**src/rtl/tdm_demux_4ch.sv**
```systemverilog
// tdm_demux_4ch: receive side of the 4-slot TDM link; frame-sync aligned slot steering.
// Optional parity check on each word when TDM_DEMUX_PARITY_EN is defined.
module tdm_demux_4ch #(
  parameter int WIDTH = 8
) (
  input  logic             clk,
  input  logic             rst_n,
  input  logic [WIDTH-1:0] din,
  input  logic             din_valid,
  input  logic             frame_sync,
  output logic [WIDTH-1:0] o0,
  output logic [WIDTH-1:0] o1,
  output logic [WIDTH-1:0] o2,
  output logic [WIDTH-1:0] o3,
  output logic             frame_valid,
  output logic             frame_err,
  output logic [1:0]       slot
`ifdef TDM_DEMUX_PARITY_EN
  ,
  input  logic             din_par,
  output logic             par_err
`endif
);

  typedef enum logic {
    IDLE,
    RUN
  } state_t;

  state_t           state;
  logic [WIDTH-1:0] sh0;
  logic [WIDTH-1:0] sh1;
  logic [WIDTH-1:0] sh2;
  logic             bad;
  logic             pe;
  logic             is_idle;
  logic             run_sync;
  logic             run_miss;
  logic             run_mid;
  logic             run_last;
  logic             take;

`ifdef TDM_DEMUX_PARITY_EN
  assign pe = ^{din_par, din};
`else
  assign pe = 1'b0;
`endif

  // Exactly one of these is true each cycle.
  assign is_idle  = (state == IDLE);
  assign run_sync = !is_idle && frame_sync;
  assign run_miss = !is_idle && !frame_sync
                    && (slot == 2'd0);
  assign run_mid  = !is_idle && !frame_sync
                    && (slot == 2'd1 || slot == 2'd2);
  assign run_last = !is_idle && !frame_sync
                    && (slot == 2'd3);
  assign take     = din_valid
                    && (frame_sync || run_mid || run_last);

  always_ff @(posedge clk) begin
    if (!rst_n) begin
      state       <= IDLE;
      slot        <= 2'd0;
      sh0         <= '0;
      sh1         <= '0;
      sh2         <= '0;
      bad         <= 1'b0;
      o0          <= '0;
      o1          <= '0;
      o2          <= '0;
      o3          <= '0;
      frame_valid <= 1'b0;
      frame_err   <= 1'b0;
    end else begin
      frame_valid <= 1'b0;
      frame_err   <= 1'b0;
      if (din_valid) begin
        unique case (1'b1)
          is_idle: begin
            if (frame_sync) begin
              sh0   <= din;
              bad   <= pe;
              slot  <= 2'd1;
              state <= RUN;
            end
          end
          run_sync: begin
            frame_err <= (slot != 2'd0);
            sh0       <= din;
            bad       <= pe;
            slot      <= 2'd1;
          end
          run_miss: begin
            frame_err <= 1'b1;
            state     <= IDLE;
          end
          run_mid: begin
            if (slot[1]) sh2 <= din;
            else         sh1 <= din;
            bad  <= bad | pe;
            slot <= slot + 2'd1;
          end
          run_last: begin
            slot <= 2'd0;
            if (bad || pe) begin
              frame_err <= 1'b1;
            end else begin
              o0          <= sh0;
              o1          <= sh1;
              o2          <= sh2;
              o3          <= din;
              frame_valid <= 1'b1;
            end
          end
          default: ;
        endcase
      end
    end
  end

`ifdef TDM_DEMUX_PARITY_EN
  always_ff @(posedge clk) begin
    if (!rst_n) par_err <= 1'b0;
    else        par_err <= take && pe;
  end
`else
  logic unused_take;
  assign unused_take = take;
`endif

endmodule

```
**config.mk**
```make
export PLATFORM = sky130hd
export DESIGN_NAME = tdm_demux_4ch
export DESIGN_NICKNAME = d
export VERILOG_FILES = /design/src/rtl/tdm_demux_4ch.sv
export SDC_FILE = /design/constraint.sdc
export NUM_CORES = 1
export LEC_CHECK = 0
export ABC_AREA = 0
export CAP_MARGIN = 5
export CORE_ASPECT_RATIO = 0.5
export CORE_UTILIZATION = 53
export CTS_BUF_LIST = sky130_fd_sc_hd__clkbuf_4 sky130_fd_sc_hd__clkbuf_8 sky130_fd_sc_hd__clkbuf_16
export DETAILED_ROUTE_END_ITERATION = 6
export GPL_ROUTABILITY_DRIVEN = 0
export PLACE_DENSITY = 0.88
export SYNTH_ARGS = -nofsm -noshare
export SYNTH_HDL_FRONTEND = slang
export SYNTH_SLANG_ARGS = --single-unit
```
**constraint.sdc**
```tcl
create_clock -name clk -period 4.35 [get_ports clk]
set_clock_uncertainty 0.2 [all_clocks]
set_input_delay 0.6525 -clock clk [delete_from_list [all_inputs] [get_ports clk]]
set_output_delay 0.6525 -clock clk [all_outputs]
set_load 0.05 [all_outputs]
```
==> results.json, run 1 <==
{
  "timing.hold.ws_ns": 0.251,
  "cp_max_fo": 32,
  "first_global_vias": 1683,
  "min_path_cells": 2,
  "drt_first_pass_iters": 5,
  "fillers": 286,
  "swShare_pct": 21.8,
  "relSlewSlack_pct": 22.7,
  "start_kind": "primary input",
  "overflow": 0,
  "preCtsSetupSlack_ns": 1.40,
  "finalNetCount": 322,
  "die_area_sq_um": 4560,
  "rrSetupSlack_ns": 2.01,
  "hold_path.startpoint": "sh2[4]",
  "path_clk_slew_ns": 0.06,
  "cts_setup_buffers": 0,
  "die_x_um": 94.5,
  "cts-root-buf": "clkbuf_8",
  "cts_tree": "yes",
  "pwr-share-comb_pct": 5.0,
  "internal_power_mw": 0.796,
  "drtIter0Drc": 104,
  "finalCritPeriodShare_pct": 61.9,
  "antenna_found_initial": 0,
  "fin_ws_ns": 1.66,
  "grt_use_total_pct": 23.1,
  "vias": 1907,
  "dpl-instance-area_sq_um": 2710,
  "synth_seq_cells": 61,
  "final-hold-violation-count": 0,
  "cts_buffer_depth": 2,
  "synth.top_cell.area_share_pct": 53.9,
  "period_needed_ns": 2.69,
  "cp.required_ns": 4.39,
  "irDropWorstVdd_mv": 0.195,
  "portBuffers": 47,
  "worstMarginPinSlew_ns": 1.16,
  "p_seq_share_pct": 55.9,
  "drive_above_1_share_pct": 5.19,
  "rr_endpoint": "o1[4]",
  "std_cell_rows": 16,
  "path_cells": "clkdlybuf4s50_1 > and4b_1 > nand2_1 > a21oi_1",
  "grt_pass1_wl_um": 7560,
  "synth.area.top_cells": "dfxtp_1, nand2_1, a21oi_1, mux2i_1, buf_6",
  "grt_max_degree": 33,
  "area_growth_pct": 26.1,
  "setup_violations": 0,
  "diodes": 0,
  "yosys_warnings": 0,
  "rsz0062_at_grt": "no",
  "dp_hpwl_um": 3440,
  "detail-route-antenna-nets": 0,
  "multi_input_area_sq_um": 918,
  "wl_per_cell_um": 14.3,
  "coreArea_sq_um": 4000,
  "fin_area_sq_um": 2860,
  "slowest_stage": "and4b_1",
  "fin_util_pct": 71.3,
  "io_pins": 48,
  "netlist_area_sq_um": 2270,
  "powerDensity_nw_per_um2": 356,
  "start_util_pct": 56.6,
  "clkPwrFrac_pct": 39.1,
  "avgSynthCellArea_sq_um": 8.55,
  "die_y_um": 48.2,
  "clock-sinks": 61,
  "seq_area_sq_um": 1220,
  "synth_top_area_cell": "dfxtp_1",
  "synth_cells": 265,
  "status": "complete, no violations",
  "r2r_start": "slot[1]",
  "maxCapViolCount": 0,
  "critPathKind": "primary input to flop",
  "cts_inserted_buffers": 9,
  "drc_errors": 0,
  "rr_worst_depth": 4,
  "routed_wl_um": 5180,
  "max_freq_mhz": 371,
  "synth_nets": 279,
  "ctsHtreeMaxLevel": 3,
  "cts_hold_buf": 0,
  "p_leak_nw": 1.04,
  "seq_area_frac_synth_pct": 53.9,
  "vias_per_cell": 5.27,
  "slew_violations": 0,
  "hold_end": "o2[4]",
  "crit_arrival_ns": 2.74,
  "cpPeakStageDelay_ns": 1.04,
  "setup_tns_ns": 0,
  "critPathCaptureType": "flop",
  "cts_resized": 0,
  "clk_latency_ns": 0.33,
  "hold_path.class": "flop to flop",
  "ys_types": 23,
  "power.switching_mw": 0.222
}
[placed cells by master, fill, tap and decap left out]
cell type          n
mux2i_1           16
clkbuf_4           1
xnor2_1            1
nor2_1             3
and2_1             1
clkdlybuf4s50_1   47
inv_1              2
o211ai_1           1
or2_1              1
ha_1               2
nand4b_1           1
nand4_1            1
dfxtp_1           61
nand3_1            3
buf_4              3
clkinv_1           1
and4b_1            1
a21oi_1           42
clkbuf_8          10
nand4b_4           1
nand2_1          107
nor2_4             1
a31oi_1            1
[cells in the mapped netlist]
master    count
clkbuf_1      7
o211ai_1      1
or2_1         1
nand4b_1      1
nor2_4        1
ha_1          2
nand4b_4      1
xnor2_1       1
clkinv_1      1
nand3_1       3
mux2i_1      16
a21oi_1      42
nand4_1       1
buf_2         5
nand2_1     107
inv_1         2
a31oi_1       1
and4b_1       1
buf_6         5
dfxtp_1      61
nor2_1        3
buf_4         1
and2_1        1
[final cells by class]
cell class,count,share of cell area [%]
flip-flops and latches,61,42.8
repair buffers,50,17.3
clock buffers,11,5.08
multi-input cells,183,32.2
inverters,3,0.394
well taps,54,2.37
[how the worst max path moves through the flow]
stage	startpoint	to	slack [ns]
finish	din_valid	o1[4]	1.66
global route	din_valid	o0[7]	1.50
CTS	din_valid	o1[4]	1.70
detailed placement	din_valid	o3[4]	1.40
global placement	din_valid	o0[2]	1.52
floorplan	slot[1]	sh2[0]	2.25
[per-layer routing]
metal	vias to the layer above	track usage [%]	routed length, um
li1	940	-	-
met1	905	26.9	2170
met2	52	39.9	2620
met3	10	7.48	297
met4	0	13.0	92
met5	-	0	0
[critical path, delay by kind of cell]
family                 cells  cell delay, ns
and+or+nand+nor            2            1.20
buffers and inverters      1            0.68
AOI/OAI and AO/OA          1            0.20
[metrics by stage]
step / std cells / total power [mW]
5_1_grt: 362 / 1.05
4_1_cts: 362 / 1.02
3_3_place_gp: 351 / 0.628
3_5_place_dp: 351 / 0.630
2_1_floorplan: 265 / 0.609
6_report: 362 / 1.02
[logic make-up (layout without fill, tap and decap cells)]
group                      after synthesis  in the layout  share of synthesized area, %
DFF                                     61             61                          53.9
xor gates and xnor gates                 1              1                         0.387
buffers and inverters                   21             64                          5.58
AOI/OAI and AO/OA                       44             44                          9.88
and+or+nand+nor                        120            120                          22.1
muxes                                   16             16                          7.07
adders and majority gates                2              2                          1.10
[power by group through the flow]
stage,registers [mW],logic (mW),clock network [mW]
after detailed placement,0.580,0.0495,0
after floorplan,0.582,0.0276,0
after global placement,0.580,0.0478,0
final,0.569,0.0509,0.398
after global routing,0.569,0.0547,0.427
after CTS,0.569,0.0504,0.404
[sequential cells by signal, indices dropped and copies added (netlist names)]
name,cells
o0,8
o1,8
o2,8
o3,8
sh0,8
sh1,8
sh2,8
slot,2
frame_err,1
frame_valid,1
state,1
Power figures use the tool's default switching activity.
==> run 2: changes to the inputs <==
--- a/config.mk
+++ b/config.mk
@@ -8,11 +8,11 @@
 export ABC_AREA = 0
 export CAP_MARGIN = 5
 export CORE_ASPECT_RATIO = 0.5
-export CORE_UTILIZATION = 53
+export CORE_UTILIZATION = 45
 export CTS_BUF_LIST = sky130_fd_sc_hd__clkbuf_4 sky130_fd_sc_hd__clkbuf_8 sky130_fd_sc_hd__clkbuf_16
 export DETAILED_ROUTE_END_ITERATION = 6
 export GPL_ROUTABILITY_DRIVEN = 0
-export PLACE_DENSITY = 0.88
+export PLACE_DENSITY = 0.8
 export SYNTH_ARGS = -nofsm -noshare
 export SYNTH_HDL_FRONTEND = slang
 export SYNTH_SLANG_ARGS = --single-unit
==> constraint.sdc (replaced) <==
create_clock -name clk -period 2.3 [get_ports clk]
set_clock_uncertainty 0.2 [all_clocks]
set_input_delay 0.345 -clock clk [delete_from_list [all_inputs] [get_ports clk]]
set_output_delay 0.345 -clock clk [all_outputs]
set_load 0.05 [all_outputs]
==> run 2 against run 1 <==
  * Design area is 4.2% higher
  * Count of clock-buffer cells in the layout is the same
  * Worst hold slack gained 0.0027 ns
  * First-iteration DRC count shrank 28%
  * Global-route usage down 1.6 points
  * Register-to-register slack lost 1.8 ns
  * Via count is 1.9% higher
  * Cell count is 5.5% higher
  * Critical path depth fell by 3
  * Sequential power rose by 88%
  * Clock power rose to 2.6 times the previous value
  * Highest routed layer unchanged
==> results.json, run 2 (synthesized netlist as in run 1, its figures left out) <==
{
  "status": "complete, no violations",
  "clk_latency_ns": 0.34,
  "path_cells": "clkdlybuf4s50_1",
  "cp.required_ns": 1.75,
  "cts_hold_buf": 0,
  "coreArea_sq_um": 4620,
  "diodes": 0,
  "grt_max_degree": 33,
  "p_leak_nw": 1.10,
  "final_common_cell": "nand2_1",
  "critPathBufInv": 1,
  "irDropWorstVdd_mv": 0.319,
  "setup_tns_ns": 0,
  "slew_violations": 0,
  "vias_per_cell": 5.09,
  "drc_errors": 0,
  "die_area_sq_um": 5340,
  "grt_pass1_wl_um": 8260,
  "maxCapViolCount": 0,
  "critPathKind": "flop to output port",
  "crit_family": "buffers and inverters",
  "drtIter0Drc": 75,
  "area_growth_pct": 31.3,
  "overflow": 0,
  "clock-sinks": 61,
  "final-hold-violation-count": 0,
  "finalNetCount": 325,
  "finalCritPeriodShare_pct": 97.5,
  "path_clk_slew_ns": 0.07,
  "first_global_vias": 1826,
  "cpPeakStageDelay_ns": 0.87,
  "dp_hpwl_um": 3510,
  "start_util_pct": 49.1,
  "grt_use_total_pct": 21.5,
  "io_pins": 48,
  "cts_inserted_buffers": 9,
  "rsz0062_at_grt": "no",
  "fin_util_pct": 64.5,
  "drt_first_pass_iters": 7,
  "critPathCaptureType": "output port",
  "antenna_found_initial": 0,
  "placedCellCount": 366,
  "slowest_stage": "clkdlybuf4s50_1",
  "drive_above_1_share_pct": 7.59,
  "start_kind": "flop",
  "max_freq_mhz": 446,
  "relSlewSlack_pct": 65.7,
  "ctsHtreeMaxLevel": 3,
  "detail-route-antenna-nets": 0,
  "hold_path.class": "flop to flop",
  "cts_resized": 0,
  "die_y_um": 52.2,
  "wl_per_cell_um": 13.7,
  "finalPower_mw": 2.21,
  "cts_tree": "yes",
  "cts_buffer_depth": 2,
  "cts_setup_buffers": 0,
  "cp_max_fo": 5,
  "cts-root-buf": "clkbuf_8",
  "crit_arrival_ns": 1.70,
  "die_x_um": 102,
  "std_cell_rows": 17,
  "portBuffers": 47,
  "final_cell_mix": "nand2_1, dfxtp_1, clkdlybuf4s50_1",
  "worstMarginPinSlew_ns": 0.513,
  "powerDensity_nw_per_um2": 742,
  "vias": 1943,
  "timing.hold.ws_ns": 0.254,
  "fin_cells": 382,
  "setup_violations": 0,
  "period_needed_ns": 2.24,
  "routed_wl_um": 5220
}
==> run 2: stage by stage <==
step           worst slack, ns  instance area (sq um)
6_report                0.0571                   2980
5_1_grt                 0.0265                   2980
4_1_cts                 0.0585                   2980
3_5_place_dp             0.140                   2760
3_3_place_gp             0.228                   2760
2_1_floorplan            0.201                   2270
==> run 2: final timing paths <==
check | depth (start not counted) | from | slack (ns) | end
worst max-delay path | 1 | slot[1] | 0.06 | slot[1]
worst min-delay path | 2 | sh0[3] | 0.25 | o0[3]
worst max register to register | 5 | slot[1] | 0.21 | sh2[2]
worst min register to register | 2 | sh0[3] | 0.25 | o0[3]
==> run 2: layout make-up <==
type	instances	area, sq um
Tap cell	66	82.6
Sequential cell	61	1220
Timing Repair Buffer	53	528
Clock buffer	11	139
Fill cell	364	1640
Multi-Input combinational cell	183	918
Clock inverter	5	75.1
Inverter	3	11.3
==> run 2: power by group <==
| part | internal [mW] | leakage (nW) | switching, mW |
|---|---|---|---|
| Clock | 0.629 | 0.114 | 0.406 |
| Sequential | 1.07 | 0.493 | 0.00872 |
| Combinational | 0.0374 | 0.492 | 0.0596 |
==> run 2: routing by layer <==
metal	share of wire (%)	GRT usage (%)	up-vias
li1	-	-	951
met1	43	24.4	928
met2	50	36.4	52
met3	5.5	8.00	12
met4	1.4	10.0	0
met5	0	0	-
==> run 3: changes to the inputs <==
--- a/config.mk
+++ b/config.mk
@@ -8,11 +8,12 @@
 export ABC_AREA = 0
 export CAP_MARGIN = 5
 export CORE_ASPECT_RATIO = 0.5
-export CORE_UTILIZATION = 45
+export CORE_UTILIZATION = 50
 export CTS_BUF_LIST = sky130_fd_sc_hd__clkbuf_4 sky130_fd_sc_hd__clkbuf_8 sky130_fd_sc_hd__clkbuf_16
 export DETAILED_ROUTE_END_ITERATION = 6
 export GPL_ROUTABILITY_DRIVEN = 0
-export PLACE_DENSITY = 0.8
+export PLACE_DENSITY = 0.84
+export SETUP_SLACK_MARGIN = 0.02
 export SYNTH_ARGS = -nofsm -noshare
 export SYNTH_HDL_FRONTEND = slang
 export SYNTH_SLANG_ARGS = --single-unit
==> constraint.sdc (replaced) <==
create_clock -name clk -period 2.39 [get_ports clk]
set_clock_uncertainty 0.2 [all_clocks]
set_input_delay 0.3585 -clock clk [delete_from_list [all_inputs] [get_ports clk]]
set_output_delay 0.3585 -clock clk [all_outputs]
set_load 0.05 [all_outputs]
==> run 3 against run 2 <==
  * First-iteration DRC count shrank 1.3%
  * Largest cell class unchanged
  * Flip-flop and latch count is the same
  * Wire length shrank 5.0%
  * Register-to-register slack gained 0.13 ns
==> results.json, run 3 (synthesized netlist as in run 1, its figures left out) <==
{
  "hold_path.startpoint": "o2[7]",
  "rr_worst_depth": 5,
  "period_needed_ns": 2.22,
  "cts_setup_buffers": 0,
  "final_cell_mix": "nand2_1, dfxtp_1, clkdlybuf4s50_1",
  "cts_tree": "yes",
  "preCtsSetupSlack_ns": 0.249,
  "grt_max_degree": 34,
  "die_area_sq_um": 4820,
  "slew_violations": 0,
  "drive_above_1_share_pct": 7.01,
  "wl_per_cell_um": 13.5,
  "min_path_cells": 2,
  "setup_tns_ns": 0,
  "relSlewSlack_pct": 63.8,
  "rr_endpoint": "sh2[5]",
  "grt_pass1_wl_um": 8300,
  "die_y_um": 49.6,
  "drc_errors": 0,
  "diodes": 0,
  "critPathKind": "flop to output port",
  "vias": 1906,
  "p_leak_nw": 1.08,
  "clock-sinks": 61,
  "cp_max_fo": 5,
  "worstMarginPinSlew_ns": 0.541,
  "cts-root-buf": "clkbuf_8",
  "dp_hpwl_um": 3430,
  "first_global_vias": 1784,
  "setup_violations": 0,
  "cpPeakStageDelay_ns": 0.86,
  "cts_buffer_depth": 2,
  "io_pins": 48,
  "start_util_pct": 54.9,
  "path_clk_slew_ns": 0.06,
  "vias_per_cell": 5.18,
  "drtIter0Drc": 74,
  "max_freq_mhz": 451,
  "cp.required_ns": 1.83,
  "hold_end": "o2[7]",
  "final-hold-violation-count": 0,
  "crit_family": "buffers and inverters",
  "r2r_start": "slot[1]",
  "maxCapViolCount": 0,
  "overflow": 0,
  "finalPower_mw": 1.96,
  "cts_hold_buf": 0,
  "critPathCaptureType": "output port",
  "critPathBufInv": 1,
  "cts_resized": 0,
  "fin_ws_ns": 0.172,
  "path_cells": "clkdlybuf4s50_1",
  "grt_use_total_pct": 22.7,
  "clk_latency_ns": 0.33,
  "ctsHtreeMaxLevel": 3,
  "cts_inserted_buffers": 9,
  "powerDensity_nw_per_um2": 674,
  "rsz0062_at_grt": "no",
  "die_x_um": 97.2,
  "final_common_cell": "nand2_1",
  "antenna_found_initial": 0,
  "routed_wl_um": 4960,
  "detail-route-antenna-nets": 0,
  "std_cell_rows": 16,
  "portBuffers": 47,
  "irDropWorstVdd_mv": 0.404,
  "drt_first_pass_iters": 5,
  "start_kind": "flop",
  "finalCritPeriodShare_pct": 92.8,
  "slowest_stage": "clkdlybuf4s50_1",
  "crit_arrival_ns": 1.66,
  "finalNetCount": 324,
  "area_growth_pct": 28.5,
  "rrSetupSlack_ns": 0.34,
  "hold_path.class": "flop to flop",
  "status": "complete, no violations",
  "coreArea_sq_um": 4120
}
## run 3: cell types whose count changed in the layout (fill, tap and decap cells not counted)
cell       previous run  this run
buf_12                1         0
bufinv_16             2         0
clkbuf_8              9        12
clkinv_2              3         1
## run 3: routing by layer
metal	GRT usage, %	part of all wire [%]
met5	0	0
met1	26.8	43
met4	7.46	1.5
met3	8.94	6.5
met2	38.4	49
## run 3: power breakdown
group | switching [mW] | internal, mW | total (mW)
clock | 0.359 | 0.477 | 0.836
sequential | 0.00748 | 1.03 | 1.03
combinational | 0.0573 | 0.0360 | 0.0933
total | 0.424 | 1.54 | 1.96
## run 3: metrics by stage
stage	cells	hold slack [ns]	utilization [%]	instance area, sq um
2_1_floorplan	265	0.232	-	2270
3_3_place_gp	353	0.242	66.1	2730
3_5_place_dp	353	0.247	66.1	2730
4_1_cts	368	0.254	70.6	2910
5_1_grt	368	0.272	70.6	2910
6_report	368	0.252	70.6	2910
## run 3: area by class of cell
| type | instances | area, sq um |
|---|---|---|
| inverter | 3 | 11.3 |
| sequential | 61 | 1220 |
| clock inverter | 1 | 5.00 |
| multi-input combinational | 183 | 918 |
| clock buffer | 14 | 180 |
| tap | 54 | 67.6 |
| timing repair buffer | 52 | 508 |
| fill | 320 | 1210 |
## run 3: worst max-delay path by stage
stage	startpoint	to	slack (ns)	depth (start not counted)
final	slot[1]	slot[1]	0.17	1
after global routing	slot[1]	slot[1]	0.13	1
after CTS	slot[1]	slot[1]	0.16	1
after detailed placement	din_valid	sh2[5]	0.25	4
after global placement	din_valid	sh2[3]	0.30	4
after floorplan	slot[1]	sh2[0]	0.29	6
